[config.mk]
export PLATFORM = sky130hd
export DESIGN_NAME = hazard_sequencer
export DESIGN_NICKNAME = d
export VERILOG_FILES = /design/src/rtl/hazard_sequencer.sv
export SDC_FILE = /design/constraint.sdc
export NUM_CORES = 1
export LEC_CHECK = 0
export ABC_AREA = 1
export CAP_MARGIN = 25
export CORE_ASPECT_RATIO = 0.5
export CORE_MARGIN = 2
export CORE_UTILIZATION = 40
export DETAILED_ROUTE_END_ITERATION = 16
export DONT_BUFFER_PORTS = 1
export MAX_ROUTING_LAYER = met4
export PLACE_DENSITY_LB_ADDON = 0.2
export SLEW_MARGIN = 30
export SYNTH_ARGS = -nofsm -noshare
export SYNTH_HDL_FRONTEND = slang
export SYNTH_SLANG_ARGS = --single-unit
[constraint.sdc]
create_clock -name clk -period 2.1 [get_ports clk]
set_input_delay 0.315 -clock clk [delete_from_list [all_inputs] [get_ports clk]]
set_output_delay 0.315 -clock clk [all_outputs]
set_load 0.01 [all_outputs]
[src/rtl/hazard_sequencer.sv]
// ============================================================================
//  Module      : hazard_sequencer
//  Description : Pipeline hazard controller for a 5-stage in-order core.
//                Resolves three hazard classes in priority order:
//                  1. taken branch / jump-register in EX
//                     -> flush IF/ID for two cycles
//                  2. multi-cycle multiply/divide in flight
//                     -> hold ID until MDU_Done or the watchdog fires
//                  3. load-use dependency between EX and ID
//                     -> one-cycle bubble
//                Also keeps saturating stall/flush performance counters and a
//                sticky MDU watchdog timeout flag.
//  Revision    : 1.0 - initial release
// ----------------------------------------------------------------------------
//  Ports
//    clk             in   1  clock, rising-edge active
//    reset           in   1  asynchronous reset, active low
//    ID_rs, ID_rt    in   5  source registers of the ID instruction
//    ID_UsesRt       in   1  ID instruction reads rt
//    EX_MemRead      in   1  EX instruction is a load
//    EX_WriteAddr    in   5  destination register of the EX instruction
//    EX_BranchTaken  in   1  branch/jr resolved taken in EX
//    ID_MduStart     in   1  ID instruction launches a multiply/divide
//    MDU_Done        in   1  multiply/divide result ready (pulse)
//    PC_Write        out  1  PC register enable
//    IF_ID_Write     out  1  IF/ID register enable
//    Stall           out  1  insert bubble into ID/EX (hold)
//    Flush_IF_and_ID out  1  insert bubble into ID/EX (squash)
//    State           out  2  current FSM state
//    Stall_Count     out 16  cycles with Stall=1, saturating
//    Flush_Count     out 16  cycles with Flush_IF_and_ID=1, saturating
//    Mdu_Timeout     out  1  sticky MDU watchdog flag
// ============================================================================
`default_nettype none

module hazard_sequencer (
  input  logic        clk,
  input  logic        reset,
  input  logic [4:0]  ID_rs,
  input  logic [4:0]  ID_rt,
  input  logic        ID_UsesRt,
  input  logic        EX_MemRead,
  input  logic [4:0]  EX_WriteAddr,
  input  logic        EX_BranchTaken,
  input  logic        ID_MduStart,
  input  logic        MDU_Done,
  output logic        PC_Write,
  output logic        IF_ID_Write,
  output logic        Stall,
  output logic        Flush_IF_and_ID,
  output logic [1:0]  State,
  output logic [15:0] Stall_Count,
  output logic [15:0] Flush_Count,
  output logic        Mdu_Timeout
);

  // --------------------------------------------------------------------------
  // Constants
  // --------------------------------------------------------------------------
  localparam logic [1:0]  c_ST_RUN      = 2'd0;
  localparam logic [1:0]  c_ST_MDU_WAIT = 2'd1;
  localparam logic [1:0]  c_ST_FLUSH    = 2'd2;

  // The watchdog counts completed wait cycles starting from 0 on entry, so
  // the 63rd consecutive wait cycle is the one in which it reads 62.
  localparam logic [5:0]  c_WD_LAST     = 6'd62;
  localparam logic [15:0] c_CNT_MAX     = 16'hFFFF;

  // --------------------------------------------------------------------------
  // State
  // --------------------------------------------------------------------------
  logic [1:0]  state_q,     state_d;
  logic [5:0]  wd_q,        wd_d;
  logic        timeout_q,   timeout_d;
  logic [15:0] stall_cnt_q, stall_cnt_d;
  logic [15:0] flush_cnt_q, flush_cnt_d;

  // Raw (pre-reset-gating) hazard decisions
  logic w_stall_raw;
  logic w_flush_raw;
  logic w_loaduse;
  logic w_stall;
  logic w_flush;

  // --------------------------------------------------------------------------
  // Load-use detection. Register 0 is hard-wired, so a load into r0 never
  // creates a dependency.
  // --------------------------------------------------------------------------
  assign w_loaduse = EX_MemRead
                   & (EX_WriteAddr != 5'd0)
                   & ((EX_WriteAddr == ID_rs)
                      | (ID_UsesRt & (EX_WriteAddr == ID_rt)));

  // --------------------------------------------------------------------------
  // Next-state and hazard decision
  // --------------------------------------------------------------------------
  always_comb begin
    state_d     = state_q;
    wd_d        = wd_q;
    timeout_d   = timeout_q;
    w_stall_raw = 1'b0;
    w_flush_raw = 1'b0;

    if (EX_BranchTaken) begin
      // A taken branch overrides everything, including an MDU wait: the
      // instruction waiting in ID is on the wrong path anyway.
      w_flush_raw = 1'b1;
      state_d     = c_ST_FLUSH;
      wd_d        = 6'd0;
    end else begin
      case (state_q)
        c_ST_RUN: begin
          if (w_loaduse) begin
            w_stall_raw = 1'b1;
          end else if (ID_MduStart) begin
            // The MDU instruction itself proceeds; the hold applies to
            // whatever follows it.
            state_d = c_ST_MDU_WAIT;
            wd_d    = 6'd0;
          end
        end

        c_ST_MDU_WAIT: begin
          if (MDU_Done) begin
            state_d = c_ST_RUN;
            wd_d    = 6'd0;
          end else begin
            w_stall_raw = 1'b1;
            if (wd_q == c_WD_LAST) begin
              timeout_d = 1'b1;
              state_d   = c_ST_RUN;
              wd_d      = 6'd0;
            end else begin
              wd_d = wd_q + 6'd1;
            end
          end
        end

        c_ST_FLUSH: begin
          // Second flush cycle squashes the instruction fetched behind the
          // branch. Load-use is ignored here: that instruction is discarded.
          w_flush_raw = 1'b1;
          state_d     = c_ST_RUN;
        end

        default: begin
          // Unreachable encoding: behave as a hazard-free RUN and recover.
          state_d = c_ST_RUN;
          wd_d    = 6'd0;
        end
      endcase
    end
  end

  // While reset is held the control outputs take their RUN defaults
  // regardless of the hazard inputs.
  assign w_stall = reset & w_stall_raw;
  assign w_flush = reset & w_flush_raw;

  // --------------------------------------------------------------------------
  // Saturating performance counters
  // --------------------------------------------------------------------------
  always_comb begin
    stall_cnt_d = stall_cnt_q;
    flush_cnt_d = flush_cnt_q;
    if (w_stall && (stall_cnt_q != c_CNT_MAX)) begin
      stall_cnt_d = stall_cnt_q + 16'd1;
    end
    if (w_flush && (flush_cnt_q != c_CNT_MAX)) begin
      flush_cnt_d = flush_cnt_q + 16'd1;
    end
  end

  // --------------------------------------------------------------------------
  // Registers
  // --------------------------------------------------------------------------
  always_ff @(posedge clk or negedge reset) begin
    if (!reset) begin
      state_q     <= c_ST_RUN;
      wd_q        <= 6'd0;
      timeout_q   <= 1'b0;
      stall_cnt_q <= 16'd0;
      flush_cnt_q <= 16'd0;
    end else begin
      state_q     <= state_d;
      wd_q        <= wd_d;
      timeout_q   <= timeout_d;
      stall_cnt_q <= stall_cnt_d;
      flush_cnt_q <= flush_cnt_d;
    end
  end

  // --------------------------------------------------------------------------
  // Outputs
  // --------------------------------------------------------------------------
  assign Stall           = w_stall;
  assign Flush_IF_and_ID = w_flush;
  assign PC_Write        = ~w_stall;
  assign IF_ID_Write     = ~w_stall;
  assign State           = state_q;
  assign Stall_Count     = stall_cnt_q;
  assign Flush_Count     = flush_cnt_q;
  assign Mdu_Timeout     = timeout_q;

endmodule

`default_nettype wire

==> results.md <==
* Run status: finished, final reports clean
* Rel. slew slack at 0.671
* Pin count of the biggest net entering global routing at 42
* CTS clock-pin slew for the worst setup and hold paths at about 0.06 ns
* Core Rows at 20
* Sequential cell area at just over 1000 µm²
* Clock Latency Late Sink at roughly 0.29 ns
* Crit path buffers/inverters at 0
* Endpoint class of the critical path: register
* Average wire per cell in the routed design at 13.6 µm
* Final HPWL DP at between 4000 and 5000 µm
* Static leakage power at around 1.6 nW
* Post-synthesis average cell area at 7.25 µm²
* Capturing point of the worst reg2reg path: Flush_Count[9]
* Type of the worst min-delay path: in -> reg
* Total negative setup slack at 0 ns
* Die width at roughly 120 µm
* TritonRoute pass-1 iters at 4
* Overflow left after global routing at 0
* Setup Skew at ~0.0063 ns
* Syn_nets at roughly 380
* Final critical-path required period at between 1.5 and 2 ns
* Starting Density at 0.421
* Most common library cell in the layout ignoring fill and taps: sky130_fd_sc_hd__nand2_1
* Endpoints failing setup at 0
* Clock network fraction of design power at 0.427
* Hold Vio Cnt, Final at 0
* FILL cells at between 600 and 700
* Largest fanout on the critical path at 6
* Inserted Clock Buffers at 5
* Growth of design area from synthesis to finish at 16.7%
* Cell internal power dissipation at between 0.0015 and 0.002 W
* Transition at the pin with the smallest max-transition slack at ~0.49 ns
* Class of the most critical setup path: reg -> reg
* Worst hold endpoint: State[1]
* Worst path most repeated cell: sky130_fd_sc_hd__nand2_1
* Largest delay contributor family on the critical path: simple AND/OR/NAND/NOR gates
* Worst path max stage delay at between 0.4 and 0.5 ns
* Post-CTS sizing at 0
* Total GRT Usage at 0.197
* Ordered list of cells on the worst path: ha_1, nand3_1, nor2_1, nand3_1, nand2_1, nor2_1, nand2_1, o21ai_0, nand2_1
* Worst Min Path Start: EX_BranchTaken
* Number of global-route vias before repair at 2,230
* # nets final at 404
* Proportion of layout cells with a drive suffix above 1 at 0.0844
* Arrival time of the worst setup path at about 2.2 ns
* Clock Sinks at 41
* Number of placed I/O pins at 61
* Port Buffers at 0
* CTS tree: yes
* Wire length of the first global-routing pass at ~11,000 µm
* Maximum capacitance violations at 0
* Antenna violation net count after detailed routing at 0
* Period Utilization, post-route at 0.941
* Reg-to-reg slack, setup at ~0.12 ns
* Startpoint class of the critical path: register
* Post-CTS setup buffer count at 0
* Part of the total power dissipated in sequential elements at 0.416
* WHS Path Cells at 0
* CP Data Required Time at 2.28 ns
* Worst r2r path cells at 9
* Vias after detailed routing at around 2,400
* Power after layout at 0.00239 W
* Combinational Power Share at 0.156
* DR DRC count at 0
* Count of mapped cells out of synthesis at around 360
* Switching Share at 0.284
* Initial detailed-routing violation count at 142
* Post-synthesis sequential area ratio at 0.396
* Worst flop-to-flop path startpoint: Flush_Count[0]
* Diode count at 0
* Clock buffer depth at 2
* Footprint of the multi-input gates at about 1400 µm²
* Via density per instance at between 5 and 6
* Antenna violations before repair at 0
* Most frequent cells in the layout: 127 x sky130_fd_sc_hd__nand2_1, 47 x sky130_fd_sc_hd__inv_1, 41 x sky130_fd_sc_hd__dfrtp_1
* Detailed-route wire length at 6370 µm
* Worst supply voltage drop on vdd at between 400 and 500 µV
* Max Freq at 0.506 GHz
* Total of warnings raised by yosys at 0
* Total net switching power at 0.000679 W
* Number of slew-limit violations in the final report at 0
* Distinct cell type count of the synthesized netlist at 27
* CTS root buf: sky130_fd_sc_hd__clkbuf_16
* Routability Congestion at roughly 0.9
* Area of the mapped netlist at 2590 µm²
* Height of the chip at slightly above 60 µm
* Floorplan die area at 7180 µm²
* Cell area power density at just under 800 nW/µm²
* #FFs+latches synth at 41
* Core Region at around 6200 µm²
* H-tree levels at 2
* Slowest stage cell on the critical path: sky130_fd_sc_hd__dfrtp_1
* Setup repair after global routing missed its margin: no
==> registers in the layout (all words and copies together) (netlist names) <==
signal / count
Flush_Count: 16
State: 2
Stall_Count: 16
Mdu_Timeout: 1
wd_q: 6
==> kinds of logic after synthesis <==
logic type / count (synthesis) / synth area share
compound gates: 11 / 0.0241
xor+xnor: 27 / 0.0912
fa+ha+maj: 4 / 0.0193
buf+inv: 53 / 0.0820
flops: 41 / 0.396
simple gates: 222 / 0.388
==> area by class of cell <==
cell class                 instances  share of cell area
clock buffer                       5              0.0413
multi-input combinational        264               0.448
tap                               88              0.0364
sequential                        41               0.339
timing repair buffer              19              0.0546
inverter                          47              0.0583
clock inverter                     3              0.0227
==> through the flow <==
step	cell area, µm²	utilization	std cells	setup slack (ns)	hold WS (ns)
floorplan	2590	-	358	0.329	0.0194
global placement	2800	0.454	457	0.344	0.0207
detailed placement	2800	0.454	457	0.246	0.0207
CTS	3030	0.492	467	0.175	0.0417
global route	3030	0.492	467	0.0274	0.0337
finish	3030	0.492	467	0.123	0.0514
==> cell usage after synthesis <==
library cell                 n  area [µm²]
sky130_fd_sc_hd__o21ai_0     8        40.0
sky130_fd_sc_hd__a21oi_1     1        5.00
sky130_fd_sc_hd__nand2_1   127         477
sky130_fd_sc_hd__nand3b_1    1        7.51
sky130_fd_sc_hd__nand4_4     1        21.3
sky130_fd_sc_hd__nand2_2     1        6.26
sky130_fd_sc_hd__xnor2_1    10        87.6
sky130_fd_sc_hd__dfrtp_1    41        1030
sky130_fd_sc_hd__nor2_1     30         113
sky130_fd_sc_hd__clkbuf_1    2        7.51
sky130_fd_sc_hd__nor4_1      3        18.8
sky130_fd_sc_hd__nor3_1      6        30.0
sky130_fd_sc_hd__nor3b_4     1        18.8
sky130_fd_sc_hd__and3_1      1        6.26
sky130_fd_sc_hd__nand3_1    22         110
sky130_fd_sc_hd__buf_4       1        7.51
sky130_fd_sc_hd__nand4_1    24         150
sky130_fd_sc_hd__inv_1      47         176
sky130_fd_sc_hd__ha_1        4        50.1
sky130_fd_sc_hd__xor2_1     17         149
sky130_fd_sc_hd__a41o_1      1        10.0
sky130_fd_sc_hd__buf_6       1        11.3
sky130_fd_sc_hd__buf_2       2        10.0
sky130_fd_sc_hd__nor3b_2     1        12.5
sky130_fd_sc_hd__nand3_2     2        20.0
sky130_fd_sc_hd__o21a_1      1        7.51
sky130_fd_sc_hd__nor3b_1     2        15.0
==> power groups by stage <==
| stage | Clock (W) | Sequential [W] | Combinational [W] |
|---|---|---|---|
| 2_1_floorplan | 0 | 0.00102 | 0.000200 |
| 3_3_place_gp | 0 | 0.00101 | 0.000341 |
| 3_5_place_dp | 0 | 0.00101 | 0.000352 |
| 4_1_cts | 0.00105 | 0.000997 | 0.000380 |
| 5_1_grt | 0.00108 | 0.00101 | 0.000432 |
| 6_report | 0.00102 | 0.000995 | 0.000374 |
==> repair_timing <==
item                                    4_1_cts  5_1_grt
endpoints found under the setup margin        0        0
endpoints found under the hold margin        41        0
hold buffers                                  2        0
==> layer usage <==
layer / wire length [µm] / vias up / track usage
li1: - / 1182 / -
met3: 410 / 5 / 0.0686
met5: 0 / - / -
met4: 46 / 0 / 0.0482
met2: 2890 / 55 / 0.316
met1: 3020 / 1122 / 0.244
==> worst max path at each step <==
stage | startpoint | to | depth (start not counted)
global route | Flush_Count[0] | Flush_Count[9] | 9
finish | Flush_Count[0] | Flush_Count[9] | 9
detailed placement | Flush_Count[0] | Flush_Count[9] | 9
CTS | Flush_Count[0] | Flush_Count[9] | 9
global placement | Flush_Count[0] | Flush_Count[9] | 9
floorplan | Stall_Count[0] | Stall_Count[5] | 7
Note: power is estimated with default switching activity, not from simulation.
